`src/rtl/iterative_normalizer.sv`:
```
// Iterative normaliser: shifts a word left one bit per clock until its MSB
// (unsigned) or sign boundary (signed) is reached, reporting the shift count.
module iterative_normalizer #(
  parameter  int W  = 8,
  localparam int CW = $clog2(W)
) (
  input  logic          clk,
  input  logic          nrst,
  input  logic          in_valid,
  output logic          in_ready,
  input  logic [W-1:0]  in_data,
  input  logic          in_signed,
  output logic          out_valid,
  input  logic          out_ready,
  output logic [W-1:0]  out_data,
  output logic [CW-1:0] out_shift,
  output logic          out_zero
);

  typedef enum logic [1:0] {
    IDLE = 2'd0,
    BUSY = 2'd1,
    DONE = 2'd2
  } state_t;

  state_t        state, state_next;
  logic [W-1:0]  r;
  logic [CW-1:0] count;
  logic          zero_q;
  logic          signed_q;
  logic          norm_done;
  logic          accept;

  // Signed words are normalised once the sign bit differs from the bit below it.
  assign norm_done = signed_q ? (r[W-1] ^ r[W-2]) : r[W-1];
  assign accept    = in_valid && (state == IDLE);

  assign in_ready  = (state == IDLE);
  assign out_valid = (state == DONE);
  assign out_data  = r;
  assign out_shift = count;
  assign out_zero  = zero_q;

  // NOTE: sequential state is updated with non-blocking assignments so every
  // register samples the pre-edge values, independent of statement order.
  always_ff @(posedge clk or negedge nrst) begin
    if (!nrst) begin
      state <= IDLE;
    end else begin
      state <= state_next;
    end
  end

  // NOTE: state_next is given a default before the case so no path leaves it
  // unassigned, which would otherwise infer a latch.
  always_comb begin
    state_next = state;
    unique case (state)
      IDLE: if (in_valid) state_next = (in_data == '0) ? DONE : BUSY;
      BUSY: if (norm_done) state_next = DONE;
      DONE: if (out_ready) state_next = IDLE;
      default: state_next = IDLE;
    endcase
  end

  always_ff @(posedge clk or negedge nrst) begin
    if (!nrst) begin
      r        <= '0;
      count    <= '0;
      zero_q   <= 1'b0;
      signed_q <= 1'b0;
    end else if (accept) begin
      r        <= in_data;
      count    <= '0;
      zero_q   <= (in_data == '0);
      signed_q <= in_signed;
    end else if (state == BUSY && !norm_done) begin
      // A nonzero word terminates within W-1 shifts, so count cannot wrap.
      r     <= {r[W-2:0], 1'b0};
      count <= count + CW'(1);
    end
  end

endmodule
```
`config.mk`:
```
export PLATFORM = sky130hd
export DESIGN_NAME = iterative_normalizer
export DESIGN_NICKNAME = d
export VERILOG_FILES = /design/src/rtl/iterative_normalizer.sv
export SDC_FILE = /design/constraint.sdc
export NUM_CORES = 1
export LEC_CHECK = 0
export CELL_PAD_IN_SITES_DETAIL_PLACEMENT = 1
export CELL_PAD_IN_SITES_GLOBAL_PLACEMENT = 1
export CORE_MARGIN = 5
export CORE_UTILIZATION = 39
export DETAILED_ROUTE_END_ITERATION = 6
export DONT_BUFFER_PORTS = 1
export PLACE_DENSITY_LB_ADDON = 0.1
export RECOVER_POWER = 25
export SETUP_SLACK_MARGIN = 0.05
export SYNTH_ARGS = -nofsm -noshare
export SYNTH_HDL_FRONTEND = slang
export SYNTH_SLANG_ARGS = --single-unit
```
`constraint.sdc`:
```
create_clock -name clk -period 1.5 [get_ports clk]
set_clock_uncertainty 0.2 [all_clocks]
set_input_delay 0.075 -clock clk [delete_from_list [all_inputs] [get_ports clk]]
set_output_delay 0.075 -clock clk [all_outputs]
set_load 0.05 [all_outputs]
```
# After elaboration in Yosys (flattened, before gate mapping)
# Index checks and enable logic that the tools add are counted.
word_totals:
  ff_bits: 15
  latchBits: 0
  ramBits: 0
  mem_bits_ro: 0
  inputBits: 13
  output_inout_bits: 14
  elab_cells: 29
  memories: 0
op_classes:
  addsub: 1
  multipliers: 0
  div_mod_pow: 0
  order_cmp: 0
  n_eq_ne: 5
  shifts: 0
  mux: 10
  bitwise_logic: 1
  reduce_logical: 7
op_table:
  columns: ["op", "count"]
  rows:
  - ["$mux W8", 2]
  - ["$logic_not A8 Y1", 1]
  - ["$mux W2", 4]
  - ["$mux W3", 2]
  - ["$pmux W2 S3", 1]
  - ["$ne A2 B2 Y1 const B", 2]
  - ["$add A3 B1 Y3 const B", 1]
  - ["$reduce_and A3 Y1", 1]
  - ["$eq A2 B1 Y1 const B", 1]
  - ["$eq A2 B2 Y1 const B", 1]
  - ["$logic_and A1 B1 Y1", 2]
  - ["$logic_not A2 Y1", 1]
  - ["$ne A2 B1 Y1 const B", 1]
  - ["$reduce_bool A2 Y1", 1]
  - ["$logic_not A1 Y1", 1]
  - ["$mux W1", 1]
  - ["$xor A1 B1 Y1", 1]

# Depth between registers and ports, before layout
# Gate-level depths: netlist of run 1.
logic_depth:
  ltp_word: 6
  depth_mapped: 4
  depth_no_buf: 3

# Worst setup path before layout of run 1
# OpenSTA, ideal clock, no wires.
synth_path:
  kind: "reg2reg"
  startpoint: "reg r[7] (netlist: out_data[7])"
  endpoint: "reg count[0] (netlist: out_shift[0])"
  setup_ns: 0.078
  arrival_time_ns: 1.546
  t_required_ns: 1.222
  slack_ns: -0.323
  stages_incl_launch_ff: 4
  path_buffers: 0
  synth_period_minus_slack_ns: 1.823
  cell_sequence: "dfrtp_1 and3b_4 or4_1 a21oi_1"
synth_between:
  elab_chain_len: 5
synth_lines:
  columns: ["element", "line_no", "text"]
  rows:
  - ["start: declaration", "27", "logic [W-1:0] r;"]
  - ["start signal: assignment", "73", "r <= in_data;"]
  - ["start signal: assignment", "79", "r <= {r[W-2:0], 1'b0};"]
  - ["$xor A1 B1 Y1", "35", "assign norm_done = signed_q ? (r[W-1] ^ r[W-2]) : r[W-1];"]
  - ["$mux W1 (*)", "35", null]
  - ["$logic_not A1 Y1 (*)", "77", "end else if (state == BUSY && !norm_done) begin"]
  - ["$logic_and A1 B1 Y1 (*)", "77", null]
  - ["$reduce_bool A2 Y1 (no line) (*)", null, null]
  - ["end signal: assignment", "80", "count <= count + CW'(1);"]
  - ["end: declaration", "28", "logic [CW-1:0] count;"]
# Every way passes the cells marked *; elsewhere a longest branch is shown, timed or not.
# A chain may end at the register's enable or synchronous reset.

# Worst setup path in the final report of run 1
layout_path:
  startpoint: "reg state[0]"
  endpoint: "reg r[6] (netlist: out_data[6])"
layout_between:
  elab_chain_len: 3
  word_cells_on_any_way: 6
  cone_classes: "1 x eq/ne; 1 x mux; 4 x reduce/logical"
layout_lines:
  columns: ["element", "line_no", "text"]
  rows:
  - ["start: declaration", "26", "state_t state, state_next;"]
  - ["start signal: assignment", "50", "state <= state_next;"]
  - ["$eq A2 B1 Y1 or $logic_not A2 Y1 (tied branches)", "77, 36", null]
  - ["$logic_and A1 B1 Y1, on equally long branches", "77, 36", null]
  - ["$reduce_bool A2 Y1 (no line) or $mux W8 (tied branches)", null, null]
# Parallel ways exist; a longest one is shown, timed or not.

==> flow_summary.json, run 1 <==
{
  "status": "complete, but fails checks",
  "violations": "negative setup slack",
  "grt_pass1_wl_um": 4280,
  "finalHoldViolCount": 0,
  "grt_pass1_vias": 868,
  "syn_nets": 100,
  "swShare_pct": 51.6,
  "syn_inst": 86,
  "rows": 16,
  "antenna_found_initial": 0,
  "gr-total-overflow": 0,
  "dieArea_um2": 3050,
  "drv_slew": 0,
  "fin_crit_ns": 1.54,
  "start_kind": "register",
  "io-pin-count": 27,
  "routedWlPerCell_um": 22.3,
  "first_pass_iters": 4,
  "synth_largest_area_cell": "dfrtp_1",
  "synth_edf_count": 0,
  "p_int_w": 0.00164,
  "grt_use_met3_pct": 3.96,
  "fin_nets": 143,
  "comb_power_share_pct": 69.6,
  "drtIter0Drc": 16,
  "drive_above_1_share_pct": 43.8,
  "max-cap-violations": 0,
  "core_region_area_um2": 1960,
  "numPortBuffers": 0,
  "fp.dieH_um": 55.2,
  "htree_num_levels": 1,
  "syn_to_final_growth_pct": 71.3,
  "clkSinkCount": 15,
  "leakage_nw": 0.590,
  "drc": 0,
  "rsz0062_at_grt": "true",
  "worstSetupPathType": "register to register",
  "vdd_drop_max_v": 0.00136,
  "finalSetupViolations": 4,
  "cp_max_fo": 5,
  "tns_ns": -0.0813,
  "end_kind": "register",
  "yosysUniqueCellTypes": 29,
  "async_reset_ff_share_pct": 100,
  "synth_area_um2": 797,
  "met1_usage_pct": 20.5,
  "drt.antenna.violating_nets": 0,
  "drt_wl_total_um": 3450,
  "yosysSeqAreaShare_pct": 47.1,
  "initial_core_util_pct": 40.6,
  "pwr-share-clk_pct": 7.3,
  "power_density_nw_per_um2": 2490,
  "fmax_mhz": 651,
  "clkLatencyLatePin_ns": 0.29,
  "syn_avg_cell_area_um2": 9.27,
  "die-width_um": 55.2,
  "slew_headroom_pct": 51.2,
  "post-route-util_pct": 69.6,
  "ys.flop_type": "dfrtp_1",
  "worstPathArrival_ns": 1.55,
  "clk_pin_slew_ns": 0.09,
  "synth_commonest_cells": "nand2_1 (17), dfrtp_1 (15), nand4_1 (8)",
  "ys_warn_count": 0,
  "via_count": 901,
  "grt_max_degree": 16,
  "synth.most_common_cell": "nand2_1",
  "via_per_inst": 5.81,
  "hold_class": "input pin to register",
  "worstPathRequired_ns": 1.51,
  "synth_top_area_share_pct": 47.1,
  "clockBufferDepth": 2,
  "gr-max-usage-layer": "met2",
  "switching_power_w": 0.00175,
  "grt_use_total_pct": 18.2,
  "cts_tree": "built",
  "dpl.hpwl_um": 1860,
  "ys_ff_latch": 15,
  "cts_root_buffer": "clkbuf_4",
  "cts_buffers": 3,
  "diodes": 0,
  "min_period_over_period_pct": 102,
  "synthTopCellsByArea": "dfrtp_1 (47%), nand2_1 (8.0%), nand4_1 (6.3%)",
  "place_congestion": 0.726,
  "use_met2_pct": 33.4,
  "p_seq_share_pct": 23.1,
  "setup_slack_ns": -0.0363,
  "worst_pin_slew_ns": 0.730
}
==> critical path, cell delays in order, from the launching register on <==
cell	delay (ns)
dfrtp_2	0.45
buf_6	0.15
nor3b_4	0.24
buf_4	0.19
a21oi_1	0.05
a31oi_1	0.17
==> cell type report <==
class                   count  area [µm²]
fillers                   216         597
well taps                  27        33.8
repair buffers             42         400
clock buffers               4        26.3
inverters                   2        7.51
flip-flops and latches     15         380
multi-input cells          65         517
==> worst paths after layout <==
check	from	end	slack (ns)	depth (start not counted)
max	state[0]	out_data[6]	-0.04	5
max in group asynchronous	nrst	state[0]	0.52	1
max reg2reg	state[0]	out_data[6]	-0.04	5
min reg2reg	out_zero	out_zero	0.29	2
min in group asynchronous	nrst	out_shift[0]	0.07	1
min	in_valid	out_zero	0.03	3
==> what timing repair did <==
item / 4_1_cts / 5_1_grt
hold endpoints to repair: 27 / 2
gates resized for setup: 7 / 29
hold buffers: 11 / 1
buffers inserted: 3 / 1
pin swaps: 9 / 14
endpoints found under the setup margin: 12 / 17
gates cloned: 0 / 1
==> power by group through the flow <==
stage	Sequential (W)	Clock (W)	Combinational (W)
floorplan	0.00121	0	0.000708
global placement	0.000725	0	0.00175
detailed placement	0.000735	0	0.00179
CTS	0.000744	0.000248	0.00199
global route	0.000806	0.000276	0.00249
finish	0.000783	0.000249	0.00236
==> layer usage <==
layer | up-vias | share of wire [%]
li1 | 401 | -
met1 | 449 | 39
met2 | 41 | 52
met3 | 10 | 5.9
met4 | 0 | 2.7
met5 | - | 0
==> cells in the final DEF, fill, tap and decap left out, types with 2 or more instances in the layout <==
master,instances
nand2_1,16
a21oi_1,2
nor4_4,2
o21ai_1,2
a21oi_2,2
clkbuf_4,3
dlygate4sd3_1,12
dfrtp_2,4
a31oi_1,2
buf_6,10
o211ai_1,5
o21ai_0,3
dfrtp_1,11
buf_4,17
nand4_1,8
inv_1,2
==> through the flow <==
| step | setup slack (ns) | std cells | total power, W | instance area, µm² | hold slack [ns] |
|---|---|---|---|---|---|
| after floorplan | -0.144 | 86 | 0.00192 | 810 | -0.421 |
| after global placement | -0.0160 | 134 | 0.00247 | 1010 | -0.420 |
| after detailed placement | -0.0311 | 134 | 0.00252 | 1010 | -0.420 |
| after CTS | -0.0218 | 152 | 0.00298 | 1200 | 0.0142 |
| after global routing | -0.100 | 155 | 0.00357 | 1370 | 0.0366 |
| final | -0.0363 | 155 | 0.00340 | 1370 | 0.0332 |
==> registers in the layout, summed over array words and instances, names as in the netlist <==
signal / flops
out_shift: 3
out_zero: 1
signed_q: 1
out_data: 8
state: 2
==> kinds of logic after synthesis <==
kind of cell / Yosys count / synth area share (%)
and+or+nand+nor: 42 / 29.4
AOI/OAI and AO/OA: 20 / 16.5
DFF: 15 / 47.1
buffers and inverters: 6 / 3.14
xor gates and xnor gates: 1 / 1.10
muxes: 1 / 1.26
adders and majority gates: 1 / 1.57
No activity file was read; power rests on OpenSTA's default activity.
==> inputs of run 2 (changes only) <==
Settings changed: CORE_UTILIZATION 39 to 43, SKIP_LAST_GASP from default to 1.
Clock period 1.5 ns to 1.75 ns, I/O delays scaled along.
==> run 2 against run 1 <==
Compared with the run above: the flow now finishes without violations; critical path depth shrank 2; non-clock buffer count down 16; total power decreased by 34%; global-route usage shrank 0.49 points; die area is 7.7% lower; cell area decreased by 22%; wire length shrank 39%; largest cell class unchanged; critical endpoint is now out_shift[0].
==> flow_summary.json, run 2 (same netlist as run 1, synthesis figures left out) <==
{
  "first_pass_iters": 4,
  "diodes": 0,
  "worstPathArrival_ns": 1.59,
  "cts_root_buffer": "clkbuf_4",
  "critical_path_buf_inv_count": 0,
  "worstSetupPathType": "register to register",
  "power_density_nw_per_um2": 2100,
  "final_cell_mix": "nand2_1 (17), buf_4 (15), dfrtp_1 (13)",
  "dieArea_um2": 2810,
  "cts_tree": "built",
  "drt_wl_total_um": 2110,
  "end_kind": "register",
  "status": "finished clean",
  "fmax_mhz": 635,
  "cts_buffers": 3,
  "fin_crit_ns": 1.57,
  "worstPathRequired_ns": 1.77,
  "finalSetupViolations": 0,
  "slew_headroom_pct": 53.7,
  "hold_class": "input pin to register",
  "antenna_found_initial": 0,
  "cts_setup_buffers": 0,
  "ff2ff_setup_slack_ns": 0.18,
  "largest_reg_flops": 8,
  "syn_to_final_growth_pct": 33.3,
  "grt_max_degree": 16,
  "final_common_cell": "nand2_1",
  "total_power_w": 0.00223,
  "worst_pin_slew_ns": 0.692,
  "core_region_area_um2": 1750,
  "drive_above_1_share_pct": 22.3,
  "post-place-ws_ns": 0.195,
  "fp.dieH_um": 53.1,
  "min_period_over_period_pct": 89.9,
  "grt_pass1_wl_um": 3550,
  "cp_cell_sequence": "and3b_4, or4_1, a21oi_1",
  "initial_core_util_pct": 45.7,
  "gr-total-overflow": 0,
  "clk_pin_slew_ns": 0.09,
  "via_per_inst": 5.51,
  "rr_worst_depth": 3,
  "slowest_stage": "dfrtp_1",
  "place_congestion": 0.826,
  "multi_input_area_um2": 397,
  "finalHoldViolCount": 0,
  "cp_slowest_stage_delay_ns": 0.47,
  "fill_cells": 207,
  "seq_area_um2": 378,
  "clockBufferDepth": 2,
  "io-pin-count": 27,
  "drt.antenna.violating_nets": 0,
  "clkLatencyLatePin_ns": 0.28,
  "cp_max_fo": 6,
  "max-cap-violations": 0,
  "ctsResizeCount": 0,
  "clkSinkCount": 15,
  "die-width_um": 53.1,
  "drtIter0Drc": 6,
  "routedWlPerCell_um": 15.4,
  "numPortBuffers": 0,
  "drc": 0,
  "rows": 15,
  "startpoint": "signed_q",
  "cpLargestDelayFamily": "simple AND/OR/NAND/NOR gates",
  "endpoint": "out_shift[0]",
  "start_kind": "register",
  "leakage_nw": 0.473,
  "tns_ns": 0,
  "hold_depth": 3,
  "reg2reg_from": "signed_q",
  "path_depth": 3,
  "grt_use_total_pct": 17.7,
  "rsz0062_at_grt": "false",
  "ctsHoldBuffers": 11,
  "dpl.hpwl_um": 1540,
  "grt_pass1_vias": 769,
  "htree_num_levels": 1,
  "setup_slack_ns": 0.176,
  "via_count": 755,
  "vdd_drop_max_v": 0.00118,
  "drv_slew": 0,
  "worstReg2RegEnd": "out_shift[0]",
  "fin_nets": 127
}
[run 2: area by class of cell]
type	instances	area share, %
tap	25	2.94
multi-input combinational	65	37.3
inverter	2	0.707
sequential	15	35.6
clock buffer	4	2.47
timing repair buffer	26	21.0
[run 2: metal layers]
layer  up-vias  track usage (%)  wire (µm)
met5         -                0          0
met4         0             7.66         31
met3         4             3.10        138
met2        22             28.1        895
met1       359             23.4       1050
li1        370                -          -
[run 2: worst register-to-register path, cell delays in order (launching register included)]
cell,delay [ns]
dfrtp_1,0.47
and3b_4,0.24
or4_1,0.46
a21oi_1,0.15
[run 2: worst min path at each step]
stage	start	to	slack (ns)
floorplan	nrst	out_data[0]	-0.41
global placement	nrst	state[1]	-0.41
detailed placement	nrst	state[1]	-0.41
CTS	in_valid	out_shift[0]	0.04
global route	in_valid	out_shift[1]	0.06
finish	in_valid	out_shift[0]	0.04
[run 2: stage by stage]
stage	area, µm²	hold WS [ns]	util [%]	std cells
floorplan	800	-0.408	-	86
global placement	926	-0.408	53.0	122
detailed placement	926	-0.408	53.0	122
CTS	1060	0.0398	60.9	137
global route	1060	0.0553	60.9	137
finish	1060	0.0397	60.9	137
[run 2: power breakdown]
group	internal [W]	leakage, nW	switching [W]
logic	0.000450	0.270	0.000884
clock network	0.0000885	0.0150	0.000113
registers	0.000497	0.187	0.000194
total	0.00104	0.473	0.00119
